--- src/rtl/x_tdc_decoder.sv ---
// Thermometer-code TDC decoder: scans a 256-bit delay-line snapshot 16 bits per cycle for the
// first transition and counts its ones. Optional majority bubble filter: X_TDC_DECODER_BUBBLE_FILTER_EN.
module x_tdc_decoder (
  input  logic         i_clk,
  input  logic         i_nrst,
  input  logic         i_start,
  input  logic [255:0] i_data,
  input  logic         i_ready,
  output logic         o_busy,
  output logic         o_valid,
  output logic         o_found,
  output logic         o_pol,
  output logic [7:0]   o_pos,
  output logic [8:0]   o_ones
);

  localparam logic [1:0] StIdle = 2'd0;
  localparam logic [1:0] StScan = 2'd1;
  localparam logic [1:0] StDone = 2'd2;

  logic [1:0]   state_q;
  logic [3:0]   cnt_q;
  logic         prev_q;
  logic [255:0] raw_q;
  logic [255:0] srch;
  logic [255:0] snap_srch;
  logic         valid_q;
  logic         found_q;
  logic         pol_q;
  logic [7:0]   pos_q;
  logic [8:0]   ones_q;

`ifdef X_TDC_DECODER_BUBBLE_FILTER_EN
  logic [255:0] filt_q;
  logic [257:0] ext;

  // Replicate the end taps so the majority window is defined at both ends.
  always_comb begin
    ext = {i_data[255], i_data, i_data[0]};
    snap_srch = '0;
    for (int i = 0; i < 256; i++) begin
      snap_srch[i] = (ext[i] & ext[i+1]) | (ext[i] & ext[i+2]) | (ext[i+1] & ext[i+2]);
    end
  end

  always_ff @(posedge i_clk or negedge i_nrst) begin
    if (!i_nrst) begin
      filt_q <= '0;
    end else if (state_q == StIdle && i_start) begin
      filt_q <= snap_srch;
    end
  end

  assign srch = filt_q;
`else
  assign snap_srch = i_data;
  assign srch      = raw_q;
`endif

  logic [15:0] cnt_chunk;
  logic [15:0] srch_chunk;
  logic [4:0]  pc;
  logic        hit;
  logic [7:0]  hit_pos;
  logic        bprev;

  always_comb begin
    cnt_chunk  = raw_q[{cnt_q, 4'd0} +: 16];
    srch_chunk = srch[{cnt_q, 4'd0} +: 16];
    pc      = '0;
    hit     = 1'b0;
    hit_pos = '0;
    bprev   = prev_q;
    for (int j = 0; j < 16; j++) begin
      pc = pc + {4'd0, cnt_chunk[j]};
      // Bit 0 has no left neighbour; every other bit compares to the one below it.
      if (!hit && (cnt_q != 4'd0 || j != 0) && srch_chunk[j] != bprev) begin
        hit     = 1'b1;
        hit_pos = {cnt_q, 4'(j)};
      end
      bprev = srch_chunk[j];
    end
  end

  always_ff @(posedge i_clk or negedge i_nrst) begin
    if (!i_nrst) begin
      state_q <= StIdle;
      cnt_q   <= '0;
      prev_q  <= 1'b0;
      raw_q   <= '0;
      valid_q <= 1'b0;
      found_q <= 1'b0;
      pol_q   <= 1'b0;
      pos_q   <= '0;
      ones_q  <= '0;
    end else begin
      unique case (state_q)
        StIdle: begin
          if (i_start) begin
            raw_q   <= i_data;
            pol_q   <= snap_srch[0];
            found_q <= 1'b0;
            pos_q   <= '0;
            ones_q  <= '0;
            cnt_q   <= '0;
            prev_q  <= 1'b0;
            state_q <= StScan;
          end
        end
        StScan: begin
          ones_q <= ones_q + {4'd0, pc};
          if (!found_q && hit) begin
            found_q <= 1'b1;
            pos_q   <= hit_pos;
          end
          prev_q <= srch_chunk[15];
          cnt_q  <= cnt_q + 4'd1;
          if (cnt_q == 4'd15) begin
            state_q <= StDone;
          end
        end
        StDone: begin
          // One settling cycle in DONE before valid rises.
          if (!valid_q) begin
            valid_q <= 1'b1;
          end else if (i_ready) begin
            valid_q <= 1'b0;
            state_q <= StIdle;
          end
        end
        default: state_q <= StIdle;
      endcase
    end
  end

  assign o_busy  = (state_q != StIdle);
  assign o_valid = valid_q;
  assign o_found = found_q;
  assign o_pol   = pol_q;
  assign o_pos   = pos_q;
  assign o_ones  = ones_q;

endmodule

--- config.mk ---
export PLATFORM = sky130hd
export DESIGN_NAME = x_tdc_decoder
export DESIGN_NICKNAME = d
export VERILOG_FILES = /design/src/rtl/x_tdc_decoder.sv
export SDC_FILE = /design/constraint.sdc
export NUM_CORES = 1
export LEC_CHECK = 0
export ABC_AREA = 0
export CORE_MARGIN = 4
export CORE_UTILIZATION = 45
export CTS_CLUSTER_DIAMETER = 30
export DETAILED_ROUTE_END_ITERATION = 8
export HOLD_SLACK_MARGIN = 0.08
export PLACE_DENSITY = 0.77
export SLEW_MARGIN = 20
export SYNTH_ARGS = -nofsm -noshare
export SYNTH_HDL_FRONTEND = slang
export SYNTH_SLANG_ARGS = --single-unit
export TNS_END_PERCENT = 30
--- constraint.sdc ---
create_clock -name i_clk -period 13 [get_ports i_clk]
set_clock_uncertainty 0.05 [all_clocks]
set_input_delay 2.6 -clock i_clk [delete_from_list [all_inputs] [get_ports i_clk]]
set_output_delay 2.6 -clock i_clk [all_outputs]
set_load 0.03 [all_outputs]
Word-level counts from Yosys, hierarchy flattened
Index checks and enable logic that the tools add are counted.
{ "classes": {"shift": 1, "n_mux": 50, "n_addsub": 17, "n_reduce_logical": 41, "eq_ne": 24} }
{ "op_table": {"columns": ["operator", "count"], "rows": [
  ["$shiftx A256 B9 Y16", 1],
  ["$mux W8", 18],
  ["$add A5 B1 Y5", 11],
  ["$mux W1", 20],
  ["$pmux W9 S2", 1],
  ["$logic_and A1 B1 Y1", 17],
  ["$logic_not A1 Y1", 16],
  ["$ne A1 B1 Y1", 16],
  ["$pmux W8 S2", 1],
  ["$ne A2 B2 Y1 const B", 5],
  ["$add A9 B5 Y9", 1],
  ["$mux W9", 1],
  ["$mux W2", 4],
  ["$pmux W4 S2", 1],
  ["$pmux W2 S3", 1],
  ["$add A4 B1 Y5", 1],
  ["$add A3 B1 Y4", 1],
  ["$add A4 B1 Y4 const B", 1],
  ["$eq A4 B4 Y1 const B", 1],
  ["$mux W4", 1],
  ["$pmux W1 S2", 2],
  ["$reduce_and A2 Y1", 2],
  ["$reduce_and A4 Y1", 1],
  ["$reduce_bool A2 Y1", 2],
  ["other kinds (7)", 7]
]} }
{ "totals": {"out_inout_bits": 21, "ff_bits": 283} }

Longest topological paths before layout
Gate-level depths: netlist of run 1.
{ "depth": {"ltp_word": 52, "ltp_mapped": 23, "ltp_nobuf": 21} }

Worst setup path after synthesis of run 1
No wires, ideal clock.
{ "synth_path": {"kind": "register to register", "start": "reg cnt_q[1]", "end": "reg ones_q[8] (netlist: o_ones[8])", "period_less_slack_ns": 5.657, "setup_ns": 0.136, "path_buffers": 2, "t_arrival_ns": 5.472, "slack_ns": 7.343, "stages_incl_launch_ff": 21, "path_cell_list": "dfrtp_1 -> buf_6 -> buf_6 -> mux4_2 -> mux2_2 -> mux2i_1 -> inv_1 -> fa_1 -> inv_1 -> fa_1 -> fa_1 -> fa_1 -> fa_1 -> fa_1 -> nor2b_1 -> o21ai_0 -> nand2b_1 -> and2_1 -> o211ai_1 -> o211ai_1 -> o31ai_1"} }
{ "synth_via": {"elab_chain_len": 18} }
{ "synth_rtl": {"columns": ["item", "line", "source"], "rows": [
  ["from (decl)", "22", "logic [3:0] cnt_q;"],
  ["from (signal assigned)", "117", "cnt_q <= cnt_q + 4'd1;"],
  ["$shiftx A256 B9 Y16 *", "68", "cnt_chunk = raw_q[{cnt_q, 4'd0} +: 16];"],
  ["$add A1 B1 Y2", "75", "pc = pc + {4'd0, cnt_chunk[j]};"],
  ["$add A2 B1 Y3", "75", null],
  ["$add A3 B1 Y4", "75", null],
  ["$add A4 B1 Y5", "75", null],
  ["$add A5 B1 Y5 (10 in series)", "75", null],
  ["$add A5 B1 Y5 *", "75", null],
  ["$add A9 B5 Y9 *", "111", "ones_q <= ones_q + {4'd0, pc};"],
  ["$pmux W9 S2 *", "97", "unique case (state_q)"],
  ["to (signal assigned)", "111", null],
  ["to (decl)", "31", "logic [8:0] ones_q;"]
]} }
Mark *: on every way between the ends. The rest lies on a longest branch, timed or not.
A chain may end at the register's enable or synchronous reset.

Final worst setup path of run 1
Ends and elaborated chain as after synthesis.

==> summary.md, run 1 <==
| Metric | Value |
|---|---|
| First-pass iteration count of the detailed router | `5` |
| Die area | `around 33000 sq um` |
| Post-CTS Setup Inserts | `0` |
| IO Port Bufs | `280` |
| Cell Area, Synth | `between 10000 and 15000 sq um` |
| Minimum clock period after layout | `~6.6 ns` |
| WS Path Type | `flip-flop to flip-flop` |
| HP Class | `flip-flop to flip-flop` |
| Clk buf depth | `3` |
| Layer with the highest usage | `met2` |
| CTS H-Tree Depth | `2` |
| CP arrival | `about 7.0 ns` |
| Most common cell on crit path | `fa_1` |
| Inserted Diodes | `0` |
| Startpoint types | `flip-flop` |
| Worst-margin pin slew | `1.04 ns` |
| Initial antenna violation count | `0` |
| Register bit total from synthesis | `282` |
| Post-route insts no fill | `2158` |
| Worst skew pair latency | `approximately 0.57 ns` |
| Pwr Density | `roughly 350 nW/um^2` |
| GRT met2 Usage | `41.0%` |
| Vias per std cell | `5.29` |
| Met3 GRT Util | `5.35%` |
| Seq/Total Area, Yosys | `52.1%` |
| Cts bufs inserted | `55` |
| Syn Inst Count | `about 1500` |
| Synth unique cells | `53` |
| Top_reg_cell synth | `dfrtp_1` |
| Synthesis-to-layout area growth | `36.4%` |
| GR Util met1 | `31.1%` |
| P_leak | `roughly 8.9 nW` |
| Worst-path maximum fanout | `61` |
| Slowest-stage cell, CP | `dfrtp_4` |
| CTS Sinks | `~280` |
| Status | `finished clean` |
| Clock slew at reported path FFs | `about 0.050 ns` |
| Max-slew violation total from the final report | `0` |
| ANT nets after route | `0` |
| Via count | `between 10000 and 15000` |
| Syn Nets | `around 1700` |
| Yosys Warn Count | `0` |
| Number of synthesized flops with an enable pin | `0` |
| CTS tree | `done` |
| Fin. Hold Viols | `0` |
| Ys async rst share | `100%` |
| Most frequent cells in the layout | `nand2_1, dfrtp_1, clkdlybuf4s50_1, mux4_2, clkbuf_16` |
| Die W | `about 180 um` |
| Root buf cell | `clkbuf_16` |
| Global Route Usage Sum | `around a quarter` |
| CP cell instances | `mux4_2 > mux2_2 > mux2i_1 > inv_1 > fa_1 > inv_1 > fa_1 > fa_1 > fa_1 > fa_1 > fa_1 > nor2b_1 > o21ai_0 > nand2b_1 > and2_1 > o211ai_1 > o211ai_1 > o31ai_1` |
| Placed Cells incl. Taps | `~2100` |
| Number of gates resized after CTS | `0` |
| Share of cells above drive strength 1 | `10.4%` |
| Post-DP HPWL | `around 29000 um` |
| CTS Hold Bufs | `0` |
| Overflow after GRT | `0` |
| I/O pin count | `281` |
| CORE AREA | `~30000 sq um` |
| Drt drc | `0` |
| Leading area contributor after synthesis | `dfrtp_1` |
| WL final | `between 40000 and 50000 um` |
| Nets | `between 2000 and 2500` |
| Max cap viols | `0` |
| Peak supply drop | `approximately 440 uV` |
| Fmax | `152 MHz` |
| Synth area leaders | `dfrtp_1, nand2_1, mux4_2` |
| CP Data Required Time | `between 10 and 15 ns` |
| Initial DRC count | `919` |
| Relative slew margins | `around 31%` |
| Global-route wire length before repair | `around 64000 um` |
| Setup TNS | `0 ns` |
| DIE HEIGHT | `about 180 um` |
| Std-Cell Rows | `63` |
| Syn Area/Cell | `between 9 and 10 sq um` |
| Largest net degree at the start of global routing | `between 100 and 150` |
| Drt wl/cell | `about 19 um` |
| Vias in the first global route | `~12000` |
| Period utilization | `50.8%` |
| Initial Utilization | `a little under half` |
| Endpoint type of the worst setup path | `flip-flop` |
| CP peak stage delay | `~1.1 ns` |
| RSZ-0062 raised after global routing | `false` |
| Final-report setup violation count | `0` |
| Filler cells | `about 2400` |
| Most common cell after layout, fill and taps aside | `nand2_1` |
| Global placement routability congestion | `~0.95` |
| Top cell type's share of synthesized area | `around 52%` |
critical path: cells and delay by family (launching register included):
kind | cells | cell delay [ns]
buf+inv | 2 | 0.19
fa+ha+maj | 6 | 2.97
compound gates | 4 | 0.57
simple gates | 3 | 0.37
flops | 1 | 1.07
mux | 3 | 1.20
cell usage after synthesis (2+ instances only):
master	count
nand2_1	796
dfrtp_1	282
mux4_2	62
clkbuf_1	56
inv_1	24
mux2i_1	23
o21ai_0	19
nand3_1	17
nor2_1	16
a21oi_1	12
a22oi_1	12
fa_1	12
nand2b_1	11
buf_1	10
ha_1	10
nor2b_1	10
buf_2	9
a21o_1	6
o21ai_1	6
o22ai_1	6
and3_1	5
buf_6	5
nor3_1	5
and2_1	4
buf_4	4
o31ai_1	4
inv_2	3
mux2_2	3
o211ai_1	3
a31oi_1	2
or3_1	2
xnor2_1	2
flip-flops by register name, indices dropped and copies added (netlist names):
register  cells
raw_q       256
o_ones        9
o_pos         8
cnt_q         4
state_q       2
o_found       1
o_valid       1
prev_q        1
layout make-up:
class                   instances  area, sq um  share of cell area, %
inverters                      28          105                  0.569
clock buffers                  65         1460                   7.93
repair buffers                287         2870                   15.5
well taps                     390          488                   2.64
flip-flops and latches        282         7070                   38.3
clock inverters                38          462                   2.50
multi-input cells            1068         6010                   32.6
power by group:
group	internal (mW)	switching (mW)	total, mW
clock	0.953	0.496	1.45
combinational	1.57	1.83	3.40
sequential	1.33	0.358	1.69
total	3.86	2.68	6.54
routing by layer:
layer | vias up | part of all wire [%]
li1 | 5262 | -
met1 | 5619 | 38
met2 | 444 | 50
met3 | 95 | 7.1
met4 | 0 | 4.3
met5 | - | 0
cells by family (layout without fill, tap and decap cells):
| kind of cell | count (synthesis) | count (layout) | share of synthesized area (%) |
|---|---|---|---|
| and+or+nand+nor | 871 | 871 | 25.1 |
| DFF | 282 | 282 | 52.1 |
| buffers and inverters | 112 | 418 | 3.58 |
| muxes | 88 | 88 | 12.3 |
| AOI/OAI and AO/OA | 84 | 84 | 4.09 |
| adders and majority gates | 22 | 22 | 2.70 |
| xor gates and xnor gates | 3 | 3 | 0.194 |
worst paths after layout:
check,start,endpoint,slack [ns],depth (start not counted)
max,cnt_q[1],o_ones[8],6.40,18
min,raw_q[190],raw_q[190],0.42,2
max reg2reg,cnt_q[1],o_ones[8],6.40,18
min reg2reg,raw_q[190],raw_q[190],0.42,2
max in group asynchronous,i_nrst,cnt_q[0],9.51,2
min in group asynchronous,i_nrst,raw_q[193],2.08,1
through the flow:
step | area (sq um) | hold slack (ns) | util, % | power (mW) | setup slack (ns)
2_1_floorplan | 13500 | 0.390 | - | 4.20 | 7.34
4_1_cts | 18500 | 0.419 | 62.3 | 6.56 | 6.37
5_1_grt | 18500 | 0.441 | 62.3 | 7.13 | 6.02
6_report | 18500 | 0.417 | 62.3 | 6.54 | 6.40
3_5_place_dp | 16500 | 0.407 | 55.8 | 5.06 | 6.38
3_3_place_gp | 16500 | 0.404 | 55.8 | 4.93 | 6.52
No activity file was read; power rests on OpenSTA's default activity.
==> inputs of run 2 (changes only) <==
==> constraint.sdc (replaced) <==
create_clock -name i_clk -period 6.1 [get_ports i_clk]
set_clock_uncertainty 0.05 [all_clocks]
set_input_delay 1.22 -clock i_clk [delete_from_list [all_inputs] [get_ports i_clk]]
set_output_delay 1.22 -clock i_clk [all_outputs]
set_load 0.03 [all_outputs]
==> summary.md, run 2 (same netlist as run 1, synthesis figures left out) <==
| Metric | Value |
|---|---|
| Status | `finished clean (unchanged)` |
| Slowest-stage cell, CP | `fa_1 (was dfrtp_4)` |
| Final Worst Setup Slack | `0.295 ns (was 6.40 ns)` |
| Filler cells | `2365 (was 2384)` |
| Endpoint type of the worst setup path | `flip-flop (unchanged)` |
| CTS H-Tree Depth | `2 (unchanged)` |
| Startpoint types | `flip-flop (unchanged)` |
| Overflow after GRT | `0 (unchanged)` |
| Final Power | `14.4 mW (was 6.54 mW)` |
| Vias in the first global route | `11984 (was 11770)` |
| HP Class | `flip-flop to flip-flop (unchanged)` |
| Placed Cells incl. Taps | `2071 (was 2055)` |
| Global Route Usage Sum | `24.9% (was 24.5%)` |
| Net load switching power | `5.88 mW (was 2.68 mW)` |
| Max reg flops | `256 (unchanged)` |
| Nets | `2035 (was 2004)` |
| Initial DRC count | `935 (was 919)` |
| Seq pwr share | `23.9% (was 25.8%)` |
| Post-Place Setup Slack | `0.107 ns (was 6.38 ns)` |
| Minimum clock period after layout | `5.80 ns (was 6.60 ns)` |
| Worst skew pair latency | `0.56 ns (was 0.57 ns)` |
| Share of cells above drive strength 1 | `12.4% (was 10.4%)` |
| Post-route insts no fill | `2192 (was 2158)` |
| I/O pin count | `281 (unchanged)` |
| Fmax | `172 MHz (was 152 MHz)` |
| First-pass iteration count of the detailed router | `5 (unchanged)` |
| Post-DP HPWL | `29600 um (was 28700 um)` |
| Global-route wire length before repair | `64600 um (was 63800 um)` |
| Clock power share | `22.0% (was 22.2%)` |
| Fin. Hold Viols | `0 (unchanged)` |
| Root buf cell | `clkbuf_16 (unchanged)` |
| Final-report setup violation count | `0 (unchanged)` |
| Die W | `181 um (unchanged)` |
| Largest net degree at the start of global routing | `259 (was 119)` |
| Global placement routability congestion | `0.894 (was 0.950)` |
| Initial antenna violation count | `1 (was 0)` |
| ANT nets after route | `0 (unchanged)` |
| Buffers & Inverters on Critical Path | `2 (unchanged)` |
| WS Path Type | `flip-flop to flip-flop (unchanged)` |
| CP peak stage delay | `0.57 ns (was 1.07 ns)` |
| Via count | `11633 (was 11420)` |
| CP Data Required Time | `6.47 ns (was 13.38 ns)` |
| Most flop-heavy register | `raw_q (unchanged)` |
| Pwr Density | `761 nW/um^2 (was 354 nW/um^2)` |
| Delay-heaviest family, CP | `adder cells (unchanged)` |
| Std-Cell Rows | `63 (unchanged)` |
| CORE AREA | `29600 sq um (unchanged)` |
| Worst-margin pin slew | `0.999 ns (was 1.04 ns)` |
| Die area | `32900 sq um (unchanged)` |
| Period utilization | `95.2% (was 50.8%)` |
| CTS tree | `done (unchanged)` |
| CP cell instances | `buf_12 > mux4_2 > mux4_2 > inv_2 > fa_1 > fa_1 > fa_1 > fa_1 > fa_1 > fa_1 > nor2b_1 > o21ai_0 > nand2b_1 > and2_1 > o211ai_1 > o211ai_1 > o31ai_1 (was mux4_2 > mux2_2 > mux2i_1 > inv_1 > fa_1 > inv_1 > fa_1 > fa_1 > fa_1 > fa_1 > fa_1 > nor2b_1 > o21ai_0 > nand2b_1 > and2_1 > o211ai_1 > o211ai_1 > o31ai_1)` |
| WL final | `42300 um (was 41000 um)` |
| Net Sw Frac | `40.9% (was 41.0%)` |
| Hold WS | `0.419 ns (was 0.417 ns)` |
| Drt drc | `0 (unchanged)` |
| Peak supply drop | `914 uV (was 439 uV)` |
| Max cap viols | `0 (unchanged)` |
| Synthesis-to-layout area growth | `39.6% (was 36.4%)` |
| P_leak | `9.12 nW (was 8.94 nW)` |
| DIE HEIGHT | `181 um (unchanged)` |
| Vias per std cell | `5.31 (was 5.29)` |
| Most common cell after layout, fill and taps aside | `nand2_1 (unchanged)` |
| Clock slew at reported path FFs | `0.05 ns (about the same)` |
| Max-slew violation total from the final report | `0 (unchanged)` |
| Most frequent cells in the layout | `nand2_1, dfrtp_1, clkdlybuf4s50_1, mux4_2, clkbuf_16 (unchanged)` |
| Clk buf depth | `3 (unchanged)` |
| CTS Sinks | `282 (unchanged)` |
| Combinational Power Share | `54.1% (was 52.0%)` |
| Cts bufs inserted | `57 (was 55)` |
| Finished Core Util | `63.8% (was 62.3%)` |
| Internal Power | `8.51 mW (was 3.86 mW)` |
| Worst-path maximum fanout | `12 (was 61)` |
| Relative slew margins | `33.4% (was 30.6%)` |
| Most common cell on crit path | `fa_1 (unchanged)` |
| IO Port Bufs | `280 (unchanged)` |
| CP arrival | `6.18 ns (was 6.98 ns)` |
| CTS Hold Bufs | `0 (unchanged)` |
| Drt wl/cell | `19.3 um (was 19.0 um)` |
| Initial Utilization | `45.7% (unchanged)` |
run 2: final cells by class:
class,count,area (sq um),area share [%]
Sequential cell,282,7070,37.4
Clock buffer,64,1470,7.79
Inverter,28,105,0.556
Timing Repair Buffer,316,3210,17.0
Clock inverter,43,508,2.69
Tap cell,390,488,2.58
Multi-Input combinational cell,1068,6050,32.0
Antenna cell,1,2.50,0.0132
run 2: path summary, 6_finish.rpt:
check	endpoint	start	cells past startpoint	slack, ns
min reg2reg	raw_q[46]	raw_q[46]	2	0.42
max reg2reg	o_ones[8]	cnt_q[0]	17	0.30
min	raw_q[46]	raw_q[46]	2	0.42
min in group asynchronous	raw_q[193]	i_nrst	1	0.62
max in group asynchronous	o_pos[3]	i_nrst	2	4.14
max	o_ones[8]	cnt_q[0]	17	0.30
run 2: power groups by stage:
stage | clock network (mW) | registers (mW) | logic (mW)
3_3_place_gp | 0 | 3.40 | 7.32
5_1_grt | 3.29 | 3.52 | 8.83
6_report | 3.16 | 3.44 | 7.79
3_5_place_dp | 0 | 3.43 | 7.57
2_1_floorplan | 0 | 3.28 | 5.66
4_1_cts | 3.19 | 3.43 | 7.63
run 2: layer usage:
metal	track usage (%)	vias to the layer above	routed length, um
li1	-	5336	-
met1	31.6	5749	16700
met2	41.2	441	20800
met3	5.11	107	2700
met4	11.9	0	2080
met5	0	-	0
run 2: timing repair:
action                                 4_1_cts  5_1_grt
setup endpoints to repair                    0        2
endpoints found under the hold margin        0        0
setup buffers                                0       11
resized for setup                            0       14
run 2: metrics by stage:
stage / setup TNS, ns / cell area [sq um]
6_report: 0 / 18900
5_1_grt: -0.00226 / 18900
4_1_cts: 0 / 18700
3_5_place_dp: 0 / 16700
3_3_place_gp: 0 / 16700
2_1_floorplan: 0 / 13500
run 2: worst register-to-register path, stage by stage, from the launching register on:
cell,delay (ns)
dfrtp_4,0.48
buf_12,0.17
mux4_2,0.57
mux4_2,0.54
inv_2,0.11
fa_1,0.42
fa_1,0.50
fa_1,0.57
fa_1,0.45
fa_1,0.48
fa_1,0.42
nor2b_1,0.12
o21ai_0,0.08
nand2b_1,0.10
and2_1,0.15
o211ai_1,0.14
o211ai_1,0.24
o31ai_1,0.09
